--- config.mk ---
export PLATFORM = sky130hd
export DESIGN_NAME = store_write_unit
export DESIGN_NICKNAME = d
export VERILOG_FILES = /design/src/rtl/riscv_mem_pkg.sv /design/src/rtl/store_write_unit_fifo.sv /design/src/rtl/store_write_unit.sv
export SDC_FILE = /design/constraint.sdc
export NUM_CORES = 1
export LEC_CHECK = 0
export ABC_CLOCK_PERIOD_IN_PS = 17400
export CAP_MARGIN = 10
export CORE_MARGIN = 2
export CORE_UTILIZATION = 55
export CTS_CLUSTER_SIZE = 8
export DETAILED_ROUTE_END_ITERATION = 8
export PLACE_DENSITY_LB_ADDON = 0.08
export RECOVER_POWER = 100
export SYNTH_ARGS = -nofsm -noshare
export SYNTH_HDL_FRONTEND = slang
export SYNTH_SLANG_ARGS = --single-unit
--- constraint.sdc ---
create_clock -name clk -period 17.4 [get_ports clk]
set_clock_uncertainty 0.1 [all_clocks]
set_input_delay 3.48 -clock clk [delete_from_list [all_inputs] [get_ports clk]]
set_output_delay 3.48 -clock clk [all_outputs]
set_load 0.02 [all_outputs]
--- src/rtl/riscv_mem_pkg.sv ---
// Shared types and helpers for the data-memory write path: store entry layout,
// RV32I store funct3 codes, alignment and size decode.
package riscv_mem_pkg;

  localparam int ADDR_W = 32;
  localparam int DATA_W = 32;

  localparam logic [2:0] F3_SB = 3'b000;
  localparam logic [2:0] F3_SH = 3'b001;
  localparam logic [2:0] F3_SW = 3'b010;

  typedef struct packed {
    logic [ADDR_W-1:0] addr;
    logic [DATA_W-1:0] data;
    logic [2:0]        nbytes;
  } store_entry_t;

  typedef enum logic {IDLE, WRITE} drain_state_t;

  // Unknown funct3 codes report as not aligned so one check covers legality.
  function automatic logic is_aligned(input logic [2:0] funct3, input logic [1:0] addr_lo);
    case (funct3)
      F3_SB:   return 1'b1;
      F3_SH:   return !addr_lo[0];
      F3_SW:   return addr_lo == 2'b00;
      default: return 1'b0;
    endcase
  endfunction

  function automatic logic [2:0] nbytes_of(input logic [2:0] funct3);
    case (funct3)
      F3_SH:   return 3'd2;
      F3_SW:   return 3'd4;
      default: return 3'd1;
    endcase
  endfunction

endpackage

--- src/rtl/store_write_unit_fifo.sv ---
// Synchronous DEPTH-entry store buffer; pointers carry a wrap bit to tell full from empty.
module store_fifo
  import riscv_mem_pkg::*;
#(
  parameter int DEPTH = 4
) (
  input  logic         clk,
  input  logic         rst_n,
  input  logic         push,
  input  logic         pop,
  input  store_entry_t din,
  output store_entry_t dout,
  output logic         full,
  output logic         empty
);

  localparam int AW = $clog2(DEPTH);

  store_entry_t   mem [DEPTH];
  logic [AW:0]    wr_ptr, rd_ptr;

  assign full  = (wr_ptr[AW] != rd_ptr[AW]) && (wr_ptr[AW-1:0] == rd_ptr[AW-1:0]);
  assign empty = wr_ptr == rd_ptr;
  assign dout  = mem[rd_ptr[AW-1:0]];

  always_ff @(posedge clk) begin
    if (push && !full) mem[wr_ptr[AW-1:0]] <= din;
  end

  always_ff @(posedge clk) begin
    if (!rst_n) begin
      wr_ptr <= '0;
      rd_ptr <= '0;
    end else begin
      if (push && !full) wr_ptr <= wr_ptr + 1'b1;
      if (pop && !empty) rd_ptr <= rd_ptr + 1'b1;
    end
  end

endmodule

--- src/rtl/store_write_unit.sv ---
// Store write unit: legality check, store buffer and byte-serial drain to the
// byte-wide data-memory write port, little-endian, with registered outputs.
module store_write_unit
  import riscv_mem_pkg::*;
#(
  parameter int ADDR_WIDTH = 32,
  parameter int DATA_WIDTH = 32,
  parameter int BYTE_WIDTH = 8,
  parameter int DEPTH      = 4
) (
  input  logic                  clk,
  input  logic                  rst_n,
  input  logic                  st_valid,
  output logic                  st_ready,
  input  logic [2:0]            st_funct3,
  input  logic [ADDR_WIDTH-1:0] st_addr,
  input  logic [DATA_WIDTH-1:0] st_data,
  output logic                  st_misalign,
  output logic                  mem_wr_en,
  output logic [ADDR_WIDTH-1:0] mem_addr,
  output logic [BYTE_WIDTH-1:0] mem_wdata,
  output logic                  busy
);

  logic         accept, legal, full, empty, pop;
  store_entry_t din, dout, cur;
  drain_state_t state, state_nxt;
  logic [1:0]   k, k_nxt, last;

  logic                  wr_en_d;
  logic [ADDR_WIDTH-1:0] addr_d;
  logic [BYTE_WIDTH-1:0] wdata_d;

  assign st_ready = !full;
  assign accept   = st_valid && st_ready;
  assign legal    = is_aligned(st_funct3, st_addr[1:0]);
  assign din      = '{addr: st_addr, data: st_data, nbytes: nbytes_of(st_funct3)};
  assign busy     = !empty || (state != IDLE);
  assign last     = 2'(cur.nbytes - 3'd1);

  store_fifo #(.DEPTH(DEPTH)) u_fifo (
    .clk   (clk),
    .rst_n (rst_n),
    .push  (accept && legal),
    .pop   (pop),
    .din   (din),
    .dout  (dout),
    .full  (full),
    .empty (empty)
  );

  always_ff @(posedge clk) begin
    if (!rst_n) begin
      state <= IDLE;
      k     <= '0;
      cur   <= '0;
    end else begin
      state <= state_nxt;
      k     <= k_nxt;
      if (pop) cur <= dout;
    end
  end

  // On the last byte the next entry is popped directly, so words stream without a bubble.
  always_comb begin
    state_nxt = state;
    k_nxt     = k;
    pop       = 1'b0;
    case (state)
      IDLE: begin
        if (!empty) begin
          pop       = 1'b1;
          k_nxt     = '0;
          state_nxt = WRITE;
        end
      end
      WRITE: begin
        if (k == last) begin
          k_nxt = '0;
          if (!empty) pop = 1'b1;
          else        state_nxt = IDLE;
        end else begin
          k_nxt = k + 2'd1;
        end
      end
      default: state_nxt = IDLE;
    endcase
  end

  always_comb begin
    wr_en_d = 1'b0;
    addr_d  = '0;
    wdata_d = '0;
    if (state == WRITE) begin
      wr_en_d = 1'b1;
      addr_d  = cur.addr + ADDR_WIDTH'(k);
      wdata_d = cur.data[{k, 3'b000} +: BYTE_WIDTH];
    end
  end

  always_ff @(posedge clk) begin
    if (!rst_n) begin
      mem_wr_en   <= 1'b0;
      mem_addr    <= '0;
      mem_wdata   <= '0;
      st_misalign <= 1'b0;
    end else begin
      mem_wr_en   <= wr_en_d;
      mem_addr    <= addr_d;
      mem_wdata   <= wdata_d;
      st_misalign <= accept && !legal;
    end
  end

endmodule

==> results by group, run 1 <==
Synthesis
  – Sequential fraction of the synthesis area: 0.7001
  – Syn Area/Cell: 16.01 um2
  – Post-Syn Instances: 916
  – Synth Cell Area: 14670 um2
  – Synth top area cells: edfxtp_1 (54%), dfxtp_1 (16%), mux4_2 (11%)
  – Async SR Flop Fraction: 0
  – Most area-hungry cell type in the Yosys netlist: edfxtp_1
  – Post-synth top area share: 0.5404
  – Post-synth EDFFs: 264
  – Ys flop type: edfxtp_1
  – Yosys Warn Count: 0
  – Syn Nets: 994
  – FF+latch count, synth: 381
  – Yosys cell types: 42

Clock tree
  – Clk root buf: clkbuf_16
  – CTS max path bufs: 3
  – Hold Buf Count CTS: 0
  – Clock Latency Late Sink: 0.55 ns
  – Post-cts resize count: 0
  – Setup Fix Bufs, Post-CTS: 0
  – TritonCTS Buffers: 53
  – CTS HTree Levels: 2
  – CTS tree: yes
  – Clock Sinks: 381
  – Clock-pin slew on the worst setup and hold paths: 0.05 ns

Die
  – Die X: 167.3 um
  – Die height: 167.3 um
  – Row Count: 59
  – Core box area: 26130 um2
  – I/O pin count: 114
  – Starting density of the core: 0.5613
  – Die Area: 27990 um2

Final layout
  – Nets: 1120
  – Ant diodes: 0
  – Final instance area: 17570 um2
  – Most frequent cells in the layout: edfxtp_1 (264), nand2_1 (155), dfxtp_1 (116), dlygate4sd3_1 (107)
  – Fin cells: 1417
  – Commonest non-fill, non-tap cell in the layout: edfxtp_1
  – Layout cells sized above 1: 0.1303
  – Area growth, synth to finish: 19.79%

Min path
  – Worst hold start: cur[19]$_SDFFE_PN0P_
  – Worst hold path depth: 2
  – Worst min-delay path class: reg -> reg

Power
  – Sw frac: 0.2536
  – Overall power: 2.465 mW
  – Internal: 1.840 mW
  – NetSw: 0.6250 mW
  – Share of power burned in registers: 0.456
  – LEAKAGE: 6.188 nW
  – Power Dens Cells: 140.3 nW/um2
  – Max VDD drop: 106.2 uV
  – Logic pwr share: 0.166
  – Clock share of power: 0.378

Global routing
  – Number of global-route vias before repair: 8333
  – Pin count of the biggest net entering global routing: 79
  – Global route overflow: 0
  – Gr usage total: 0.2041
  – Global-route wire length before repair: 44.46 mm
  – Initial antenna violation count: 1

Status
  – Status: complete, but fails checks
  – Violated checks: design-rule violations, max-capacitance violations, max-slew violations

Placement
  – # placed instances: 1322
  – Final Wtd Congestion: 0.8309
  – Port bufs: 113
  – Post-DP HPWL: 16.91 mm
  – Pre-CTS WS: 10.80 ns
  – Placed cell areas: 16080 um2

Setup path
  – CP max FO: 78
  – Worst r2r path cells: 5
  – Startpoint Class: input pin
  – R2R Path Start: u_fifo.rd_ptr[1]$_SDFFE_PN0P_
  – CP Launch Point: rst_n
  – Worst setup EP type: flip-flop
  – Worst EP required: 17.78 ns
  – Class of the most critical setup path: in -> reg
  – CP arrival: 9.80 ns

STA
  – Fin crit period: 9.428 ns
  – Setup TNS: 0 ns
  – FMAX: 106.1 MHz
  – Final WS setup: 7.972 ns
  – Worst rel slew slack: -1.823
  – Slew Limit Fails: 468
  – Unrepaired setup endpoints after global routing: false
  – Period utilization: 0.5418
  – Slew @ Worst Pin: 4.234 ns
  – # setup viols final: 0
  – Final hold vios: 0

Routing
  – Detailed Routing Iterations Pass 1: 7
  – Via density: 5.580
  – Antenna viol nets, final: 0
  – Total wire length: 27.95 mm
  – Initial drt markers: 679
  – Drt drc: 10
  – WL/cell: 19.72 um
  – DR vias: 7907

Flow run
  – Max Cap Violations: 10
-- path summary, 6_finish.rpt --
kind              slack (ns)                          end
hold reg to reg         0.36         cur[19]$_SDFFE_PN0P_
hold / removal          0.36         cur[19]$_SDFFE_PN0P_
setup reg to reg       11.11  u_fifo.mem[2][29]$_DFFE_PP_
setup / recovery        7.97      mem_addr[31]$_SDFF_PN0_
-- worst max-delay path: stages --
cell and delay (ns):
clkbuf_1 2.27, clkbuf_1 2.26, nand2_1 0.12, clkbuf_1 0.86
or2_2 0.61, mux2i_1 0.13
-- state kept, by name, indices dropped and copies added, names as in the netlist --
| register | cells |
|---|---|
| u_fifo.mem | 264 |
| k | 2 |
| state | 1 |
| st_misalign | 1 |
| u_fifo.rd_ptr | 3 |
| mem_addr | 32 |
| cur | 66 |
| mem_wdata | 8 |
| u_fifo.wr_ptr | 3 |
| mem_wr_en | 1 |
-- cell usage after synthesis (all sizes together) (7+ instances only) --
cell and n:
buf 22, edfxtp 264, nor2 12, and3 10
a21oi 21, o31ai 10, dfxtp 117, inv 9
nor2b 12, o21ai 11, mux2i 74, ha 7
clkbuf 30, nand3 12, or3 11, nand2 155
or4 12, xor2 9, nand4 7, mux4 74
-- final cells by class --
class | count | area (um2)
clock inverters | 2 | 13.76
clock buffers | 93 | 1519
well taps | 335 | 419.2
repair buffers | 123 | 1174
flip-flops and latches | 381 | 10270
inverters | 9 | 33.78
multi-input cells | 474 | 4139
fillers | 1856 | 8561
-- metal layers --
layer	vias up	wire (um)	global-route usage
met5	-	0	0
met4	0	601	0.06578
met3	49	1225	0.03569
met2	192	14420	0.3633
met1	3937	11700	0.2559
li1	3729	-	-
-- cell families (layout without fill, tap and decap cells) --
logic type | count (synthesis) | count (layout) | synth area share
AND/OR/NAND/NOR | 253 | 253 | 0.08146
buffers and inverters | 61 | 227 | 0.01800
AO/OA/AOI/OAI | 50 | 50 | 0.02004
flip-flops | 381 | 381 | 0.7001
adder cells (fa/ha/maj) | 8 | 8 | 0.007335
XOR/XNOR | 15 | 15 | 0.008956
multiplexers | 148 | 148 | 0.1641
-- power by group through the flow --
stage | clock (mW) | combinational, mW | sequential, mW
finish | 0.933 | 0.408 | 1.12
global route | 0.990 | 0.442 | 1.14
CTS | 0.950 | 0.419 | 1.13
detailed placement | 0 | 0.418 | 1.14
global placement | 0 | 0.413 | 1.14
floorplan | 0 | 0.345 | 1.10
-- per-stage QoR --
| stage | utilization | hold WS (ns) |
|---|---|---|
| detailed placement | 0.6154 | 0.3519 |
| floorplan | - | 0.3348 |
| CTS | 0.6741 | 0.3612 |
| finish | 0.6724 | 0.3561 |
| global placement | 0.6154 | 0.3430 |
| global route | 0.6724 | 0.3789 |
Note: power is estimated with default switching activity, not from simulation.
==> run 2, diff against run 1 <==
--- a/config.mk
+++ b/config.mk
@@ -5,10 +5,10 @@
 export SDC_FILE = /design/constraint.sdc
 export NUM_CORES = 1
 export LEC_CHECK = 0
-export ABC_CLOCK_PERIOD_IN_PS = 17400
+export ABC_CLOCK_PERIOD_IN_PS = 8200
 export CAP_MARGIN = 10
 export CORE_MARGIN = 2
-export CORE_UTILIZATION = 55
+export CORE_UTILIZATION = 52
 export CTS_CLUSTER_SIZE = 8
 export DETAILED_ROUTE_END_ITERATION = 8
 export PLACE_DENSITY_LB_ADDON = 0.08
==> constraint.sdc (replaced) <==
create_clock -name clk -period 8.2 [get_ports clk]
set_clock_uncertainty 0.1 [all_clocks]
set_input_delay 1.64 -clock clk [delete_from_list [all_inputs] [get_ports clk]]
set_output_delay 1.64 -clock clk [all_outputs]
set_load 0.02 [all_outputs]
==> run 2 against run 1 <==
Net effect:
- the run ends with max-capacitance violations, max-slew violations left
- global-route usage is 1.1 points lower
- hold slack hardly changed
- first-iteration DRC count is 30% lower
- cell area rose by 0.45%
- non-clock buffer count unchanged
- core utilization is 3.7 points lower
- sequential cell count stayed put
- critical path depth down 2
- setup slack worse by 5.7 ns
- critical endpoint is now busy
- largest cell class unchanged
- highest routed layer unchanged
==> results by group, run 2 (synthesis gave the netlist of run 1 again) <==
Clock tree
  – CTS max path bufs: 3 (unchanged)
  – Clock Sinks: 381 (unchanged)
  – Setup Fix Bufs, Post-CTS: 0 (unchanged)
  – TritonCTS Buffers: 53 (unchanged)
  – Hold Buf Count CTS: 0 (unchanged)
  – Clock Latency Late Sink: 0.55 ns (about the same)
  – CTS tree: yes (unchanged)
  – Post-cts resize count: 0 (unchanged)
  – Clock-pin slew on the worst setup and hold paths: 0.05 ns (about the same)
  – Clk root buf: clkbuf_16 (unchanged)
  – CTS HTree Levels: 2 (unchanged)

STA
  – Slew Limit Fails: 262 (was 468)
  – Fin crit period: 5.890 ns
  – FMAX: 169.8 MHz
  – Hold WS: 0.3563 ns (was 0.3561 ns)
  – Unrepaired setup endpoints after global routing: false (unchanged)
  – Slew @ Worst Pin: 3.098 ns (was 4.234 ns)
  – Worst rel slew slack: -1.065 (was -1.823)
  – # setup viols final: 0 (unchanged)
  – Setup TNS: 0 ns (unchanged)
  – Final hold vios: 0 (unchanged)
  – Period utilization: 0.7183

Setup path
  – CP Cell Sequence: xor2_1, nor3b_2, nand2_1, clkdlybuf4s50_1 (was clkbuf_1, clkbuf_1, nand2_1, clkbuf_1, or2_2, mux2i_1)
  – Slowest cell delay on critical path: 2.09 ns (was 2.27 ns)
  – Startpoint Class: flip-flop (was input pin)
  – CP top delay family: flip-flops (was buffers and inverters)
  – Worst EP required: 6.46 ns (was 17.78 ns)
  – CP max stage cell: dfxtp_1 (was clkbuf_1)
  – CP max FO: 38 (was 78)
  – Worst Path Buf+Inv: 1 (was 3)
  – Class of the most critical setup path: reg -> out (was in -> reg)
  – Worst setup EP type: primary output (was flip-flop)
  – CP arrival: 4.15 ns (was 9.80 ns)

Routing
  – Via density: 5.342 (was 5.580)
  – Antenna viol nets, final: 0 (unchanged)
  – Total wire length: 27.53 mm (was 27.95 mm)
  – DR vias: 7821 (was 7907)
  – WL/cell: 18.80 um (was 19.72 um)
  – Drt drc: 0 (was 10)
  – Detailed Routing Iterations Pass 1: 7 (unchanged)
  – Initial drt markers: 476 (was 679)

Global routing
  – Number of global-route vias before repair: 7954 (was 8333)
  – Global-route wire length before repair: 43.19 mm (was 44.46 mm)
  – Pin count of the biggest net entering global routing: 77 (was 79)
  – Gr usage total: 0.1929 (was 0.2041)
  – Initial antenna violation count: 1 (unchanged)
  – Global route overflow: 0 (unchanged)

Die
  – Die height: 172.0 um (was 167.3 um)
  – Die X: 172.0 um (was 167.3 um)
  – Die Area: 29570 um2 (was 27990 um2)
  – Starting density of the core: 0.5280 (was 0.5613)
  – I/O pin count: 114 (unchanged)
  – Row Count: 61 (was 59)
  – Core box area: 27780 um2 (was 26130 um2)

Final layout
  – Commonest non-fill, non-tap cell in the layout: edfxtp_1 (unchanged)
  – Nets: 1120 (unchanged)
  – Reg area: 10270 um2 (about the same)
  – Largest register FFs: 264 (unchanged)
  – Most frequent cells in the layout: edfxtp_1 (264), nand2_1 (155), dfxtp_1 (116), dlygate4sd3_1 (108) (was edfxtp_1 (264), nand2_1 (155), dfxtp_1 (116), dlygate4sd3_1 (107))
  – Fin cells: 1464 (was 1417)
  – Area of the multi-input gates: 4136 um2 (was 4139 um2)
  – Area growth, synth to finish: 20.33% (was 19.79%)
  – Layout cells sized above 1: 0.1346 (was 0.1303)
  – # fillers: 2054 (was 1856)
  – Final cell utilization of the core: 0.6353 (was 0.6724)

Power
  – LEAKAGE: 6.209 nW (was 6.188 nW)
  – Power Dens Cells: 298.5 nW/um2 (was 140.3 nW/um2)
  – Max VDD drop: 263.2 uV (was 106.2 uV)
  – Overall power: 5.269 mW (was 2.465 mW)

Status
  – Status: complete, but fails checks (unchanged)
  – Violated checks: max-capacitance violations, max-slew violations (was design-rule violations, max-capacitance violations, max-slew violations)

Placement
  – Post-DP HPWL: 16.40 mm (was 16.91 mm)
  – # placed instances: 1365 (was 1322)
  – Port bufs: 113 (unchanged)
  – Final Wtd Congestion: 0.8279 (was 0.8309)

Min path
  – Worst min-delay path class: reg -> reg (unchanged)

Flow run
  – Max Cap Violations: 6 (was 10)
run 2: cell count changes in the layout (fill, tap and decap cells not counted), sizes merged:
| cell | previous run | this run |
|---|---|---|
| buf | 3 | 7 |
| diode | 0 | 1 |
| clkbuf | 101 | 100 |
| clkdlybuf4s50 | 5 | 4 |
| dlygate4sd3 | 107 | 108 |
run 2: worst register-to-register path: stages, from the launching register on:
cell     delay [ns]
dfxtp_1        2.09
xor2_1         0.32
o31ai_1        0.13
nor2_1         0.32
and2_0         1.37
buf_4          0.76
run 2: final timing paths:
| kind | from | to | slack (ns) | cells after the start |
|---|---|---|---|---|
| worst max-delay path | u_fifo.rd_ptr[0]$_SDFFE_PN0P_ | busy | 2.31 | 4 |
| worst min-delay path | cur[19]$_SDFFE_PN0P_ | cur[19]$_SDFFE_PN0P_ | 0.36 | 2 |
| worst max register to register | u_fifo.rd_ptr[0]$_SDFFE_PN0P_ | u_fifo.mem[0][35]$_DFFE_PP_ | 2.71 | 5 |
| worst min register to register | cur[19]$_SDFFE_PN0P_ | cur[19]$_SDFFE_PN0P_ | 0.36 | 2 |
run 2: stage by stage:
stage	cell area [um2]	setup WS [ns]
2_1_floorplan	14670	0.9553
3_3_place_gp	16140	3.528
3_5_place_dp	16140	3.450
4_1_cts	17680	3.619
5_1_grt	17650	1.775
6_report	17650	2.310
run 2: power breakdown:
group | internal (mW) | switching, mW | leakage (nW)
combinational | 0.502 | 0.405 | 2.14
sequential | 2.20 | 0.178 | 3.34
clock | 1.24 | 0.743 | 0.735
run 2: cell type report:
type	count	share of cell area
multi-input combinational	474	0.2344
timing repair buffer	123	0.06741
clock buffer	96	0.08669
sequential	381	0.5819
clock inverter	2	0.0007798
tap	378	0.02680
antenna	1	0.0001418
inverter	9	0.001914
run 2: layer usage:
layer | vias up | part of all wire | track usage
met4 | 0 | 0.023 | 0.06394
met1 | 3862 | 0.43 | 0.2508
met2 | 169 | 0.50 | 0.3332
met3 | 41 | 0.042 | 0.03204
met5 | - | 0 | 0
li1 | 3749 | - | -
==> run 3, diff against run 2 <==
--- a/config.mk
+++ b/config.mk
@@ -5,7 +5,7 @@
 export SDC_FILE = /design/constraint.sdc
 export NUM_CORES = 1
 export LEC_CHECK = 0
-export ABC_CLOCK_PERIOD_IN_PS = 8200
+export ABC_CLOCK_PERIOD_IN_PS = 5100
 export CAP_MARGIN = 10
 export CORE_MARGIN = 2
 export CORE_UTILIZATION = 52
==> constraint.sdc (replaced) <==
create_clock -name clk -period 5.1 [get_ports clk]
set_clock_uncertainty 0.1 [all_clocks]
set_input_delay 1.02 -clock clk [delete_from_list [all_inputs] [get_ports clk]]
set_output_delay 1.02 -clock clk [all_outputs]
set_load 0.02 [all_outputs]
==> run 3 against run 2 <==
Net effect:
- the flow still finishes with violations (max-capacitance violations, max-slew violations)
- global-route usage up 0.079 points
- hold slack improved by 0.0029 ns
- cell area increased by 0.11%
- largest power group unchanged
- non-clock buffer count rose by 5
- count of clock-buffer cells in the layout down 1
==> results by group, run 3 (synthesis gave the netlist of run 1 again) <==
Setup path
  – CP max stage cell: clkbuf_1 (was dfxtp_1)
  – Class of the most critical setup path: in -> reg (was reg -> out)
  – Slowest cell delay on critical path: 1.34 ns (was 2.09 ns)
  – Worst Path Buf+Inv: 2 (was 1)
  – Worst reg2reg setup slack: 1.36 ns (was 2.71 ns)
  – CP Cell Sequence: dlygate4sd3_1, nor3_1, o21bai_1, nor2_1, and2_2, clkbuf_1 (was xor2_1, nor3b_2, nand2_1, clkdlybuf4s50_1)
  – CP max FO: 29 (was 38)
  – CP top delay family: buffers and inverters (was flip-flops)
  – CP arrival: 3.94 ns (was 4.15 ns)
  – Worst r2r path cells: 5 (unchanged)
  – Worst EP required: 5.13 ns (was 6.46 ns)
  – Worst setup EP type: flip-flop (was primary output)
  – Startpoint Class: input pin (was flip-flop)
  – R2r endpoint: cur[62]$_SDFFE_PN0P_ (was u_fifo.mem[0][35]$_DFFE_PP_)
  – R2R Path Start: u_fifo.rd_ptr[0]$_SDFFE_PN0P_ (unchanged)

Final layout
  – Nets: 1125 (was 1120)
  – Most frequent cells in the layout: edfxtp_1 (264), nand2_1 (155), dfxtp_1 (116), dlygate4sd3_1 (108) (unchanged)
  – # fillers: 2131 (was 2054)
  – Final cell utilization of the core: 0.6360 (was 0.6353)
  – Area growth, synth to finish: 20.45% (was 20.33%)
  – Layout cells sized above 1: 0.1368 (was 0.1346)
  – Fin cells: 1467 (was 1464)
  – Ant diodes: 0 (was 1)
  – Commonest non-fill, non-tap cell in the layout: edfxtp_1 (unchanged)
  – Largest register FFs: 264 (unchanged)

Clock tree
  – Setup Fix Bufs, Post-CTS: 0 (unchanged)
  – Clock Sinks: 381 (unchanged)
  – Clock-pin slew on the worst setup and hold paths: 0.05 ns (about the same)
  – Post-cts resize count: 0 (unchanged)
  – TritonCTS Buffers: 53 (unchanged)
  – CTS HTree Levels: 2 (unchanged)
  – Hold Buf Count CTS: 0 (unchanged)
  – Clk root buf: clkbuf_16 (unchanged)
  – Clock Latency Late Sink: 0.54 ns (was 0.55 ns)
  – CTS tree: yes (unchanged)
  – CTS max path bufs: 3 (unchanged)

STA
  – Final hold vios: 0 (unchanged)
  – Slew @ Worst Pin: 2.349 ns (was 3.098 ns)
  – Setup TNS: 0 ns (unchanged)
  – Unrepaired setup endpoints after global routing: false (unchanged)
  – # setup viols final: 0 (unchanged)
  – Slew Limit Fails: 251 (was 262)
  – Hold WS: 0.3592 ns (was 0.3563 ns)
  – FMAX: 255.5 MHz
  – Period utilization: 0.7674
  – Worst rel slew slack: -0.5657 (was -1.065)
  – Fin crit period: 3.914 ns

Routing
  – Via density: 5.446 (was 5.342)
  – Detailed Routing Iterations Pass 1: 5 (was 7)
  – WL/cell: 18.84 um (was 18.80 um)
  – Drt drc: 0 (unchanged)
  – Antenna viol nets, final: 0 (unchanged)
  – Total wire length: 27.64 mm (was 27.53 mm)
  – DR vias: 7990 (was 7821)
  – Initial drt markers: 547 (was 476)

Min path
  – Worst min-delay path class: reg -> reg (unchanged)
  – Worst hold path depth: 2 (unchanged)
  – Worst hold start: cur[22]$_SDFFE_PN0P_ (was cur[19]$_SDFFE_PN0P_)
  – Min-Delay Endpoint: cur[22]$_SDFFE_PN0P_ (was cur[19]$_SDFFE_PN0P_)

Power
  – Share of power burned in registers: 0.448 (was 0.452)
  – NetSw: 2.124 mW (was 1.325 mW)
  – Clock share of power: 0.377 (was 0.376)
  – Internal: 6.290 mW (was 3.944 mW)
  – Max VDD drop: 296.0 uV (was 263.2 uV)
  – Logic pwr share: 0.175 (was 0.172)
  – Power Dens Cells: 476.2 nW/um2 (was 298.5 nW/um2)
  – LEAKAGE: 6.223 nW (was 6.209 nW)
  – Sw frac: 0.2525 (was 0.2515)

Global routing
  – Gr usage total: 0.1937 (was 0.1929)
  – Global route overflow: 0 (unchanged)
  – Met1 Use GR: 0.2515 (was 0.2508)
  – Met3 global-route usage: 0.03273 (was 0.03204)
  – Met2 global-route usage: 0.3398 (was 0.3332)
  – GRT Max-Usage Layer: met2 (unchanged)
  – Number of global-route vias before repair: 8183 (was 7954)
  – Initial antenna violation count: 0 (was 1)
  – Global-route wire length before repair: 43.88 mm (was 43.19 mm)
  – Pin count of the biggest net entering global routing: 69 (was 77)

Die
  – Die Area: 29570 um2 (unchanged)
  – I/O pin count: 114 (unchanged)
  – Starting density of the core: 0.5280 (unchanged)
  – Die X: 172.0 um (unchanged)
  – Die height: 172.0 um (unchanged)
  – Core box area: 27780 um2 (unchanged)
  – Row Count: 61 (unchanged)

Status
  – Violated checks: max-capacitance violations, max-slew violations (unchanged)
  – Status: complete, but fails checks (unchanged)

Placement
  – Port bufs: 113 (unchanged)
  – Post-DP HPWL: 16.60 mm (was 16.40 mm)
  – Final Wtd Congestion: 0.8404 (was 0.8279)
  – # placed instances: 1370 (was 1365)

Flow run
  – Max Cap Violations: 7 (was 6)
-- run 3: worst max path at each step --
stage,from,end,slack (ns),depth (start not counted)
global route,u_fifo.rd_ptr[0]$_SDFFE_PN0P_,cur[62]$_SDFFE_PN0P_,0.86,5
floorplan,st_funct3[0],u_fifo.mem[3][0]$_DFFE_PP_,0.58,3
detailed placement,st_funct3[0],u_fifo.mem[0][61]$_DFFE_PP_,1.51,6
CTS,k[0]$_SDFFE_PN0P_,mem_addr[28]$_SDFF_PN0_,1.58,7
finish,st_addr[1],u_fifo.mem[1][8]$_DFFE_PP_,1.19,6
global placement,st_addr[1],u_fifo.mem[0][62]$_DFFE_PP_,1.53,6
-- run 3: per-layer routing --
layer  wire, um  up-vias
met3       1172       42
met1      12100     3989
li1           -     3757
met5          0        -
met4        480        0
met2      13890      202
-- run 3: power groups by stage --
stage / Clock [mW] / Sequential [mW] / Combinational [mW]
CTS: 3.25 / 3.77 / 1.52
detailed placement: 0 / 3.83 / 1.52
global route: 3.39 / 3.80 / 1.62
floorplan: 0 / 3.75 / 1.18
global placement: 0 / 3.83 / 1.50
finish: 3.17 / 3.77 / 1.47
-- run 3: area by class of cell --
cell class / count / area (um2) / area share
clock buffer: 95 / 1526 / 0.08639
timing repair buffer: 128 / 1200 / 0.06791
clock inverter: 2 / 13.76 / 0.0007789
multi-input combinational: 474 / 4151 / 0.2350
tap: 378 / 473.0 / 0.02677
inverter: 9 / 33.78 / 0.001912
sequential: 381 / 10270 / 0.5813
-- run 3: worst min-delay path, delay by kind of cell, from the launching register on --
| kind | cells | cell delay [ns] |
|---|---|---|
| flip-flops | 1 | 0.31 |
| AND/OR/NAND/NOR | 1 | 0.05 |
| multiplexers | 1 | 0.05 |
-- run 3: metrics by stage --
step           power, mW  instance area, um2  setup WS [ns]
2_1_floorplan      4.926               14670         0.5829
3_3_place_gp       5.324               16180          1.529
3_5_place_dp       5.349               16180          1.511
4_1_cts            8.540               17720          1.577
5_1_grt            8.799               17670         0.8629
6_report           8.415               17670          1.186
